$ cat config.mk
export PLATFORM = sky130hd
export DESIGN_NAME = instr_sequencer
export DESIGN_NICKNAME = d
export VERILOG_FILES = /design/src/rtl/instr_sequencer.sv
export SDC_FILE = /design/constraint.sdc
export NUM_CORES = 2
export LEC_CHECK = 0
export CAP_MARGIN = 20
export CELL_PAD_IN_SITES_DETAIL_PLACEMENT = 0
export CELL_PAD_IN_SITES_GLOBAL_PLACEMENT = 2
export CORE_MARGIN = 2
export CORE_UTILIZATION = 29
export CTS_BUF_LIST = sky130_fd_sc_hd__clkbuf_4
export DETAILED_ROUTE_END_ITERATION = 12
export GPL_TIMING_DRIVEN = 0
export PLACE_DENSITY = 0.57
export SYNTH_ARGS = -nofsm -noshare
export SYNTH_HDL_FRONTEND = slang
export SYNTH_SLANG_ARGS = --single-unit
$ cat constraint.sdc
create_clock -name clk -period 5.5 [get_ports clk]
set_input_delay 1.1 -clock clk [delete_from_list [all_inputs] [get_ports clk]]
set_output_delay 1.1 -clock clk [all_outputs]
set_load 0.02 [all_outputs]
$ cat src/rtl/instr_sequencer.sv
// Instruction sequencer: fetches 32-bit words from a small program memory,
// issues memory/compute commands downstream and handles jumps, branches and halt.
module instr_sequencer #(
  parameter int PROG_DEPTH = 64,
  parameter int PC_W       = 6
) (
  input  logic            clk,
  input  logic            rst,
  input  logic            prog_we,
  input  logic [PC_W-1:0] prog_addr,
  input  logic [31:0]     prog_data,
  input  logic            start,
  input  logic            zo_in,
  input  logic            no_in,
  output logic [15:0]     command,
  output logic [15:0]     number,
  output logic [15:0]     address,
  output logic            issue_valid,
  output logic            busy,
  output logic            halted,
  output logic [PC_W-1:0] pc
);

  localparam logic [2:0] S_IDLE   = 3'd0;
  localparam logic [2:0] S_FETCH  = 3'd1;
  localparam logic [2:0] S_DECODE = 3'd2;
  localparam logic [2:0] S_ISSUE  = 3'd3;
  localparam logic [2:0] S_WAIT   = 3'd4;
  localparam logic [2:0] S_HALTED = 3'd5;

  localparam logic [3:0] OP_STORE   = 4'h2;
  localparam logic [3:0] OP_LOAD    = 4'h3;
  localparam logic [3:0] OP_COMPUTE = 4'h4;
  localparam logic [3:0] OP_JMP     = 4'h8;
  localparam logic [3:0] OP_JZ      = 4'h9;
  localparam logic [3:0] OP_JN      = 4'hA;
  localparam logic [3:0] OP_HALT    = 4'hF;

  logic [31:0]     mem [PROG_DEPTH];
  logic [31:0]     ir;
  logic [2:0]      state;
  logic [2:0]      state_nxt;
  logic [PC_W-1:0] pc_nxt;
  logic [PC_W-1:0] pc_inc;
  logic [PC_W-1:0] jump_target;
  logic            z_f;
  logic            n_f;
  logic            z_nxt;
  logic            n_nxt;
  logic            stopped;
  logic [3:0]      ir_op;
  logic            rsvd_unused;

  assign ir_op       = ir[31:28];
  assign jump_target = ir[PC_W-1:0];
  assign pc_inc      = pc + PC_W'(1);
  assign stopped     = (state == S_IDLE) || (state == S_HALTED);
  assign busy        = !stopped;
  assign halted      = (state == S_HALTED);
  assign rsvd_unused = ^ir[19:16];

  // NOTE: program memory and the instruction register carry no reset; reset
  // must leave the loaded program intact, and ir is always reloaded before use.
  always_ff @(posedge clk) begin
    if (prog_we && stopped) begin
      mem[prog_addr] <= prog_data;
    end
    if (state == S_FETCH) begin
      ir <= mem[pc];
    end
  end

  // NOTE: every output of this block gets a default first so no latch is inferred.
  always_comb begin
    state_nxt = state;
    pc_nxt    = pc;
    z_nxt     = z_f;
    n_nxt     = n_f;
    case (state)
      S_IDLE, S_HALTED: begin
        if (start) begin
          state_nxt = S_FETCH;
          pc_nxt    = '0;
          z_nxt     = 1'b0;
          n_nxt     = 1'b0;
        end
      end
      S_FETCH: state_nxt = S_DECODE;
      S_DECODE: begin
        case (ir_op)
          OP_STORE, OP_LOAD, OP_COMPUTE: state_nxt = S_ISSUE;
          OP_JMP: begin
            state_nxt = S_FETCH;
            pc_nxt    = jump_target;
          end
          OP_JZ: begin
            state_nxt = S_FETCH;
            pc_nxt    = z_f ? jump_target : pc_inc;
          end
          OP_JN: begin
            state_nxt = S_FETCH;
            pc_nxt    = n_f ? jump_target : pc_inc;
          end
          OP_HALT: state_nxt = S_HALTED;
          default: begin
            state_nxt = S_FETCH;
            pc_nxt    = pc_inc;
          end
        endcase
      end
      S_ISSUE: state_nxt = S_WAIT;
      S_WAIT: begin
        state_nxt = S_FETCH;
        pc_nxt    = pc_inc;
        // Only COMPUTE results update the branch flags.
        if (ir_op == OP_COMPUTE) begin
          z_nxt = zo_in;
          n_nxt = no_in;
        end
      end
      default: state_nxt = S_IDLE;
    endcase
  end

  // NOTE: sequential state uses non-blocking assignments so every register
  // samples the pre-edge values regardless of statement order.
  always_ff @(posedge clk or posedge rst) begin
    if (rst) begin
      state       <= S_IDLE;
      pc          <= '0;
      z_f         <= 1'b0;
      n_f         <= 1'b0;
      issue_valid <= 1'b0;
      command     <= '0;
      number      <= '0;
      address     <= '0;
    end else begin
      state       <= state_nxt;
      pc          <= pc_nxt;
      z_f         <= z_nxt;
      n_f         <= n_nxt;
      issue_valid <= (state_nxt == S_ISSUE);
      // Issue fields are registered on entry to ISSUE and then held.
      if (state_nxt == S_ISSUE) begin
        command <= {ir_op, 12'h000};
        number  <= ir[15:0];
        address <= {8'h00, ir[27:20]};
      end
    end
  end

endmodule

# After elaboration in Yosys (flattened, before gate mapping)
# Memory sizes are Yosys's and may differ from the RTL's. A register that Yosys moved wholly into a read port is not among the register bits.
# Index checks and enable logic that the tools add are counted.
# totals
regBits,40
ramBits,2048
out_inout_bits,57
wordCells,52
memories,1
# op_classes
addsub,1
n_eq_ne,16
mux,15
n_reduce_logical,11
# mem_list
memory,depth,word_bits,read_ports,rd_clocked_by_memory_dff,write_ports,line,text
mem,64,32,1,1,1,39,logic [31:0] mem [PROG_DEPTH];
# op_table
operator,n
case mux 6 bit (4 select lines),1
2-to-1 mux 6 bit,3
case mux 6 bit (3 select lines),1
"== test 4 bit, second input constant",4
case mux 3 bit (5 select lines),1
"== test 3 x 2 -> 1 bit, second input constant",3
"== test 4 x 2 -> 1 bit, second input constant",2
"adder 6 x 1 -> 6 bit, second input constant",1
"== test 3 bit, second input constant",2
"!= test 2 bit, second input constant",3
case mux 3 bit (2 select lines),1
AND reduction 3 bit,2
2-to-1 mux 1 bit,5
"== test 4 x 3 -> 1 bit, second input constant",1
case mux 1 bit (2 select lines),2
OR reduction 4 bit,1
"== test 3 x 1 -> 1 bit, second input constant",1
logical NOT 3 bit,1
2-to-1 mux 3 bit,1
nonzero test 3 bit,1
OR reduction 3 bit,1
nonzero test 2 bit,1
OR reduction 2 bit,1
logical AND 1 bit,1
2 further kinds,2

# Logic depth before layout (Yosys ltp)
# depth
word_depth,5
depth_mapped,10
ltp_nobuf,6

# Worst setup path after synthesis
# No wires, ideal clock.
# synth_path
kind,in2reg
start,input prog_addr[5]
end,memory mem[38][0] (enable)
t_arrival_ns,3.135
path_slack_ns,1.952
path_stages,4
n_path_buf,2
path_cell_list,clkbuf_1 > or3b_2 > buf_1 > nor2_1
# synth_rtl
element,line,text
"start, declared",10,"input logic [PC_W-1:0] prog_addr,"
"end, declared",39,
# No word-level cell before the write port.

==> metrics.md <==
| Metric | Value |
|---|---|
| Fmax | `224 MHz` |
| Worst hold path type | `input pin to flop` |
| Max FO, Critical Path | `10` |
| I/O Buffers | `73` |
| Post-synth top flop | `edfxtp_1` |
| Row count | `181` |
| FILL cells | `22,800` |
| Share of post-route cells with drive strength above 1 | `38.3%` |
| Outcome | `complete, no violations` |
| CTS tree | `built` |
| Mean Syn Cell Area | `23.2 µm²` |
| Fin area | `0.0848 mm²` |
| Wirelength per Cell | `28.3 µm` |
| Final wirelength | `208,000 µm` |
| Final min period | `4.46 ns` |
| Initial antenna violation count | `15` |
| Worst EP required | `6.72 ns` |
| DRT iter0 DRCs | `3,350` |
| Core area | `0.243 mm²` |
| Die height | `499 µm` |
| Starting Density | `29.2%` |
| Tot Pwr | `36.3 mW` |
| Placed Cells | `6,473` |
| Worst-Skew Late Latency | `1.42 ns` |
| Via-to-Cell Ratio | `4.81` |
| # clock sinks | `1,860` |
| Non-filler instance count after layout | `7,341` |
| Worst slew pin tran | `1.23 ns` |
| First-pass GRT wire length | `286,000 µm` |
| TritonCTS buffer count | `496` |
| Die width | `499 µm` |
| Layout overhead on the synthesized area | `19.4%` |
| DRT antenna net count | `0` |
| Endpoints failing setup | `0` |
| Cell variety after synth | `53` |
| Vias in the first global route | `36,600` |
| Root buffer cell | `clkbuf_4` |
| Longest Clk Path Bufs | `4` |
| I/O pin count | `101` |
| Post-route setup slack | `1.04 ns` |
| Largest net degree at the start of global routing | `65` |
| Setup Skew | `0.121 ns` |
| EDFF count, synth | `1,820` |
| Drc violations | `0` |
| Reg clk slew, reported paths | `0.06 ns` |
| Cells after synthesis | `3,067` |
| Fin crit share | `81.1%` |
| CP Capture Type | `flop` |
| Power Density | `428 mW/mm²` |
| Hold Fails Final Rpt | `0` |
| CP Launch Type | `flop` |
| #FFs+latches synth | `1,860` |
| Sequential element share of the synthesized area | `78.4%` |
| Gr ovfl total | `0` |
| DP Wirelength | `141,000 µm` |
| RSZ-0062 raised after global routing | `false` |
| H-tree level count | `5` |
| Nets | `3,823` |
| Max-slew violations | `0` |
| Leak | `26.7 nW` |
| Post-placement cell area | `0.0785 mm²` |
| Max_cap viols | `0` |
| Core Util, Final | `34.8%` |
| Setup TNS | `0 ns` |
| Detailed Routing Iterations Pass 1 | `5` |
| Post-CTS Setup Repair Bufs | `0` |
| Die area | `0.249 mm²` |
| Arr. time, crit path | `5.68 ns` |
| GRT Overall Usage | `16.5%` |
| Post-synth ARST share | `2.15%` |
| Worst hold slack | `0.193 ns` |
| Place WS | `0.829 ns` |
| Yosys warns | `0` |
| DR vias | `35,300` |
| Slew HR | `17.3%` |
| Cell Area, Synth | `0.0710 mm²` |
| Post-CTS Resized | `0` |
| Peak supply drop | `0.194 mV` |
| Setup CP Type | `flop to flop` |
| Final Wtd Congestion | `0.794` |
[report_power, final]
part / internal, mW / total, mW / switching [mW] / leakage, nW
Sequential: 16.0 / 16.2 / 0.219 / 16.9
Combinational: 3.52 / 8.16 / 4.64 / 6.09
Clock: 6.35 / 11.9 / 5.59 / 3.72
[registers in the layout, indices dropped and copies added, names as in the netlist]
name / cells
mem: 1792
command: 4
pc: 6
n_f: 1
number: 16
address: 8
state: 3
issue_valid: 1
z_f: 1
ir: 28
[layout make-up]
type                    instances  area [µm²]  share of cell area, %
well taps                    3202        4010                   4.72
clock inverters                85         422                  0.497
flip-flops and latches       1860       55700                   65.6
multi-input cells            1030       14700                   17.4
inverters                      12        45.0                 0.0531
clock buffers                 761        5710                   6.74
plain buffers                 184        1120                   1.32
diodes                         13        32.5                 0.0384
repair buffers                194        3060                   3.60
[worst max-delay path: stages, from the launching register on]
cell	delay (ns)
dfrtp_1	0.53
buf_2	0.47
buf_4	0.39
nor2b_1	0.17
clkbuf_1	0.46
clkbuf_1	0.58
a22oi_1	0.30
a21oi_1	0.84
o21ai_1	0.28
o21ai_1	0.24
[per-layer routing]
layer  vias to the layer above  global-route usage (%)  wire length, µm
li1                      14900                       -                -
met1                     18900                    21.3            86400
met2                      1242                    27.2           102000
met3                       341                    3.42            11600
met4                         2                    6.66             7870
met5                         -                       0                9
[final timing paths]
path	from	end	slack (ns)	cells past startpoint
min in group asynchronous	rst	address[4]$_DFFE_PP0N_	0.54	3
min	prog_data[9]	mem[46][9]$_DFFE_PP_	0.19	1
max in group asynchronous	rst	number[8]$_DFFE_PP0N_	4.33	4
min reg2reg	ir[23]$_DFFE_PP_	address[3]$_DFFE_PP0N_	0.45	1
max	pc[1]$_DFFE_PP0P_	ir[23]$_DFFE_PP_	1.04	9
max reg2reg	pc[1]$_DFFE_PP0P_	ir[23]$_DFFE_PP_	1.04	9
[synth_stat cells, drive strengths merged (25+ instances only)]
library cell  count  area, µm²
edfxtp         1820      54700
a21oi            35        175
a22oi            57        433
o22ai            55        344
nor2             79        302
dfrtp            40       1000
mux2i            57        571
o21ai            65        325
mux4            476      10800
buf             120        872
clkbuf           64        248
a211oi           56        420
mux2             25        282
nand2            48        183
[what timing repair did]
| action | 4_1_cts | 5_1_grt |
|---|---|---|
| endpoints found under the setup margin | 0 | 0 |
| endpoints found under the hold margin | 52 | 0 |
| hold buffers | 8 | 0 |
[cell usage in the layout (no fill, tap or decap), types with 35 or more instances in the layout]
cell / n
edfxtp_1: 1820
a21oi_1: 35
o22ai_1: 55
mux2i_1: 57
buf_6: 38
clkbuf_1: 62
clkinv_1: 62
a22oi_1: 56
buf_12: 45
dfrtp_1: 40
mux4_2: 466
buf_2: 62
clkbuf_4: 763
nand2_1: 47
o21ai_1: 54
buf_16: 44
a211oi_1: 55
clkdlybuf4s50_1: 45
buf_4: 50
nor2_4: 64
[kinds of logic (layout without fill, tap and decap cells)]
group / Yosys count / count (layout) / synth area share [%]
xor gates and xnor gates: 2 / 2 / 0.0247
other: 1 / 33 / 0.00528
adders and majority gates: 1 / 1 / 0.0176
DFF: 1860 / 1860 / 78.4
and+or+nand+nor: 170 / 170 / 1.06
muxes: 558 / 558 / 16.4
AOI/OAI and AO/OA: 279 / 279 / 2.52
buffers and inverters: 196 / 1236 / 1.64
(Power assumes the default switching activity.)
